[src/rtl/mux_pkg.sv]
// Shared constants for the 4-way mux family: data width and select encodings.
package mux_pkg;

  localparam int DATA_W = 16;

  typedef enum logic [1:0] {
    SEL_I1 = 2'd0,
    SEL_I2 = 2'd1,
    SEL_I3 = 2'd2,
    SEL_I4 = 2'd3
  } sel_e;

endpackage

[src/rtl/mux_2way_16.sv]
// 2-input gate-level mux leaf: O = S ? B : A, built from AND/OR/NOT.
module mux_2way_16
  import mux_pkg::*;
#(
  parameter int WIDTH = DATA_W
) (
  output logic [WIDTH-1:0] O,
  input  logic             S,
  input  logic [WIDTH-1:0] A,
  input  logic [WIDTH-1:0] B
);

  logic [WIDTH-1:0] s_vec;

  assign s_vec = {WIDTH{S}};

  // Consensus term A&B keeps bits known when S is X/Z but both candidates agree.
  assign O = (A & ~s_vec) | (B & s_vec) | (A & B);

endmodule

[src/rtl/mux_4way_16.sv]
// 16-bit 4:1 mux as a tree of 2:1 leaves, plus a one-cycle registered copy of the output.
module mux_4way_16
  import mux_pkg::*;
#(
  parameter int               WIDTH     = DATA_W,
  parameter logic [WIDTH-1:0] RESET_VAL = '0
) (
  output logic [WIDTH-1:0] O,
  input  logic             S1,
  input  logic             S2,
  input  logic [WIDTH-1:0] I1,
  input  logic [WIDTH-1:0] I2,
  input  logic [WIDTH-1:0] I3,
  input  logic [WIDTH-1:0] I4,
  input  logic             clk,
  input  logic             rst,
  output logic [WIDTH-1:0] O_q
);

  logic [WIDTH-1:0] lo_pair;
  logic [WIDTH-1:0] hi_pair;

  mux_2way_16 #(.WIDTH(WIDTH)) u_mux_lo (
    .O (lo_pair),
    .S (S1),
    .A (I1),
    .B (I2)
  );

  mux_2way_16 #(.WIDTH(WIDTH)) u_mux_hi (
    .O (hi_pair),
    .S (S1),
    .A (I3),
    .B (I4)
  );

  mux_2way_16 #(.WIDTH(WIDTH)) u_mux_out (
    .O (O),
    .S (S2),
    .A (lo_pair),
    .B (hi_pair)
  );

  always_ff @(posedge clk or posedge rst) begin
    if (rst) begin
      O_q <= RESET_VAL;
    end else begin
      O_q <= O;
    end
  end

endmodule

[config.mk]
export PLATFORM = sky130hd
export DESIGN_NAME = mux_4way_16
export DESIGN_NICKNAME = d
export VERILOG_FILES = /design/src/rtl/mux_pkg.sv /design/src/rtl/mux_2way_16.sv /design/src/rtl/mux_4way_16.sv
export SDC_FILE = /design/constraint.sdc
export NUM_CORES = 1
export LEC_CHECK = 0
export CAP_MARGIN = 10
export CORE_UTILIZATION = 32
export DETAILED_ROUTE_END_ITERATION = 16
export PLACE_DENSITY = 0.77
export SLEW_MARGIN = 15
export SYNTH_ARGS = -nofsm -noshare
export SYNTH_HDL_FRONTEND = slang
export SYNTH_HIERARCHICAL = 1
export SYNTH_SLANG_ARGS = --single-unit
[constraint.sdc]
create_clock -name clk -period 1.9 [get_ports clk]
set_input_delay 0.38 -clock clk [delete_from_list [all_inputs] [get_ports clk]]
set_output_delay 0.38 -clock clk [all_outputs]
set_load 0.005 [all_outputs]
# Word-level counts from Yosys, hierarchy flattened
# Index checks and enable logic that the tools add are counted.
# W data, S select, Z words.
[op_classes]
div = 0
muxes = 0
eq_ne = 0
bitwise_logic = 17
multipliers = 0
add_sub_neg = 0
reduce_logical = 0
n_lt_le_gt_ge = 0
shift = 0
[ops]
columns = ["op", "count"]
rows = [
  ["$and A16 B16 Y16", 9],
  ["$or A16 B16 Y16", 6],
  ["$not A16 Y16", 2],
]
[word_totals]
ramBits = 0
word_cells = 18
inputBits = 68
memories = 0
rom_bits = 0
ff_bits = 16
latchBits = 0
out_inout_bits = 32

# Logic depth before layout (Yosys ltp)
[logic_depth]
depth_word = 7
ltp_mapped = 4
mapped_depth_nobuf = 2

# Cells and area by module
# The synthesis kept the hierarchy.
[modules_own_cells]
columns = ["module", "instances", "seq_area_each_um2", "area_each_um2", "cells_per_inst"]
rows = [
  ["mux_2way_16", 3, 0.0, 249.0, 18],
  ["mux_4way_16", 1, 400.4, 404.1, 17],
]

# Worst setup path before layout
# Ideal clock, no wire load.
[synth_timing]
path_kind = "input to output"
start = "input port S1"
end = "output port O[10]"
cell_stages = 4
arrival_time_ns = 1.192
slack_ns = 0.328
path_buffers = 2
path_cell_list = "buf_6 > buf_12 > mux2_4 > mux2_4"
[synth_between]
elab_chain_cells = 7
elab_cells_between_ends = 14
classes_between = "14 x bitwise"
[synth_rtl]
columns = ["element", "line_no", "rtl"]
rows = [
  ["start, declared", "mux_4way_16.sv:9", "input logic S1,"],
  ["$not A16 Y16", "mux_2way_16.sv:18", "assign O = (A & ~s_vec) | (B & s_vec) | (A & B);"],
  ["$and A16 B16 Y16", "mux_2way_16.sv:18", ""],
  ["$or A16 B16 Y16 * (2 in series)", "mux_2way_16.sv:18", ""],
  ["named net lo_pair[10]", "mux_4way_16.sv:20", "logic [WIDTH-1:0] lo_pair;"],
  ["$and A16 B16 Y16", "mux_2way_16.sv:18", ""],
  ["$or A16 B16 Y16", "mux_2way_16.sv:18", ""],
  ["$or A16 B16 Y16 *", "mux_2way_16.sv:18", ""],
  ["end, declared", "mux_4way_16.sv:8", "output logic [WIDTH-1:0] O,"],
]
# Mark *: on every way through the listed nets, which the timed path passes. The rest lies on a longest branch.

# Final worst setup path
[layout_timing]
start = "input port I1[8]"
end = "output port O[8]"
[layout_between]
elab_chain_cells = 6
elab_cells_between_ends = 8
classes_between = "8 x bitwise"
[layout_rtl]
columns = ["element", "line_no", "rtl"]
rows = [
  ["start, declared", "mux_4way_16.sv:11", "input logic [WIDTH-1:0] I1,"],
  ["$and A16 B16 Y16", "mux_2way_16.sv:18", ""],
  ["$or A16 B16 Y16", "mux_2way_16.sv:18", ""],
  ["$or A16 B16 Y16 *", "mux_2way_16.sv:18", ""],
  ["named net lo_pair[8]", "mux_4way_16.sv:20", ""],
  ["$and A16 B16 Y16", "mux_2way_16.sv:18", ""],
  ["$or A16 B16 Y16", "mux_2way_16.sv:18", ""],
  ["$or A16 B16 Y16 *", "mux_2way_16.sv:18", ""],
]
# Marks and branches as above.

==> out/results.ini <==
[clocking]
cts_tree=yes
cts_buffers=3
cts_hold_buf=0
cts_root_buf=clkbuf_4
cts_max_level=1
cts_sinks=16
clkSlewWorstSetupHoldPaths_ps=100
max-clock-path-buffers=2

[run_status]
run_status=completed

[synthesis]
ys_ff_latch=16
synth.avg_cell_area_um2=16.2
synth_area_leaders=mux2_4, dfrtp_1, mux2_2, buf_12, buf_6
syn-cell-area_mm2=0.00115
synth_cells=71
ys_seq_area_share_pct=34.8
synth.yosys.warnings=6
synth_top_cell_by_area=mux2_4
ys_types=6
synth_nets=139
synth_top_area_share_pct=39.1

[timing]
hold_violations=0
finalMaxSlewViolations=0
post-route-min-period_ps=1860
fmax_mhz=538
rsz0062_at_grt=false
fin_setup_tns_ps=0
max_slew_margin_pct=59.6
period_share_pct=97.8
setup_violations=0
worst_pin_slew_ps=606

[global_routing]
grt_max_degree=17
overflow=0
antenna_found_initial=0
grt_util_all_layers_pct=17.6
grt_pass1_vias=1066
grt_pass1_wl_um=4670

[setup_path]
worstPathCellList=clkdlybuf4s50_1, mux2_4, mux2_4, buf_2
path_class=in2out
critPathRequiredTime_ps=1520
slowest_stage=clkdlybuf4s50_1
cp.arrival_ps=1480
crit_fanout=2
crit_path_end_kind=primary output
cpMostUsedCell=mux2_4
cpPeakStageDelay_ps=410
critPathLaunchType=primary input

[final_layout]
top_register=O_q
multi_input_area_um2=661
fillers=267
final_area_mm2=0.00218
largest_reg_flops=16
num_antenna_cells=0
reg_top3=O_q: 16 flops
fin_nets=246
fin_util_pct=64.5
drive_gt1_share_pct=44.1
syn2layout_area_growth_pct=89.8
seq_area_um2=400

[die]
coreArea_mm2=0.00339
rows=21
die_area_mm2=0.00384
die_x_um=62.0
die_h_um=62.0
num_io_pins=100
start_util_pct=34.0

[routing]
ant_nets=0
num_vias=988
via_per_inst=4.43
wl_per_cell_um=14.3
drc_errors=0
routed_wl_um=3200
drt_iter0_markers=4
drt_first_pass_iters=2

[power]
ir_worst_vdd_uv=284
cellLeakagePower_nw=0.992
p_total_w=0.00107
powerDensity_mw_per_mm2=489

[placed_design]
placed_area_mm2=0.00218
hpwl_um=2690
routabilityCongestion=0.712
io_buffers=99

[job]
drv_cap=0

[min_path]
hp-class=in2async

==> final timing paths <==
| check | from | to | slack, ps | cells past startpoint |
|---|---|---|---|---|
| worst max-delay path | I1[8] | O[8] | 40 | 4 |
| worst min-delay path | rst | O_q[10] | 460 | 2 |
| max in group asynchronous | rst | O_q[0] | 1050 | 2 |
| min in group clk | I4[7] | O_q[7] | 610 | 3 |
==> cells by family (layout without fill, tap and decap cells) <==
family	after synthesis	after routing	share of synthesized area, %
flops	16	16	34.8
buf+inv	7	113	8.48
mux	48	48	56.7
==> area by class of cell <==
type / instances / area share (%)
inverter: 1 / 0.172
timing repair buffer: 108 / 47.0
multi-input combinational: 48 / 30.2
clock buffer: 4 / 1.66
sequential: 16 / 18.3
tap: 46 / 2.63
==> worst max-delay path, delay by kind of cell <==
| kind | cells | cell delay [ps] |
|---|---|---|
| mux | 2 | 560 |
| buf+inv | 2 | 540 |
==> synth_stat cells <==
master and count:
buf_12 3, buf_6 3, dfrtp_1 16, inv_1 1
mux2_2 18, mux2_4 30
==> per-stage QoR <==
| step | cells | worst slack [ps] | hold slack, ps |
|---|---|---|---|
| finish | 223 | 41.5 | 459 |
| global route | 223 | 14.5 | 513 |
| CTS | 223 | 39.5 | 480 |
| detailed placement | 217 | -413 | 790 |
| global placement | 217 | -392 | 787 |
| floorplan | 71 | 328 | 294 |
==> layer usage <==
| metal | GRT usage, % | vias to the layer above | part of all wire, % |
|---|---|---|---|
| met1 | 15.9 | 458 | 31 |
| met3 | 8.70 | 2 | 12 |
| li1 | - | 468 | - |
| met5 | 0 | - | 0 |
| met4 | 4.44 | 0 | 0.59 |
| met2 | 34.3 | 60 | 56 |
==> layout by cell type (no fill, tap or decap) <==
master	count
buf_12	2
buf_16	1
buf_2	16
buf_4	5
buf_6	2
clkbuf_4	3
clkbuf_8	1
clkdlybuf4s50_1	80
dfrtp_1	16
dlygate4sd2_1	2
inv_1	1
mux2_2	16
mux2_4	32
==> report_power, final <==
group / internal (W) / switching, W / total [W]
Combinational: 0.000334 / 0.000127 / 0.000461
Clock: 0.000116 / 0.000108 / 0.000224
Sequential: 0.000374 / 0.00000856 / 0.000383
==> what timing repair did <==
item,4_1_cts,5_1_grt
buffers inserted,0,0
resized for setup,73,0
setup endpoints to repair,16,0
Power figures use the tool's default switching activity.
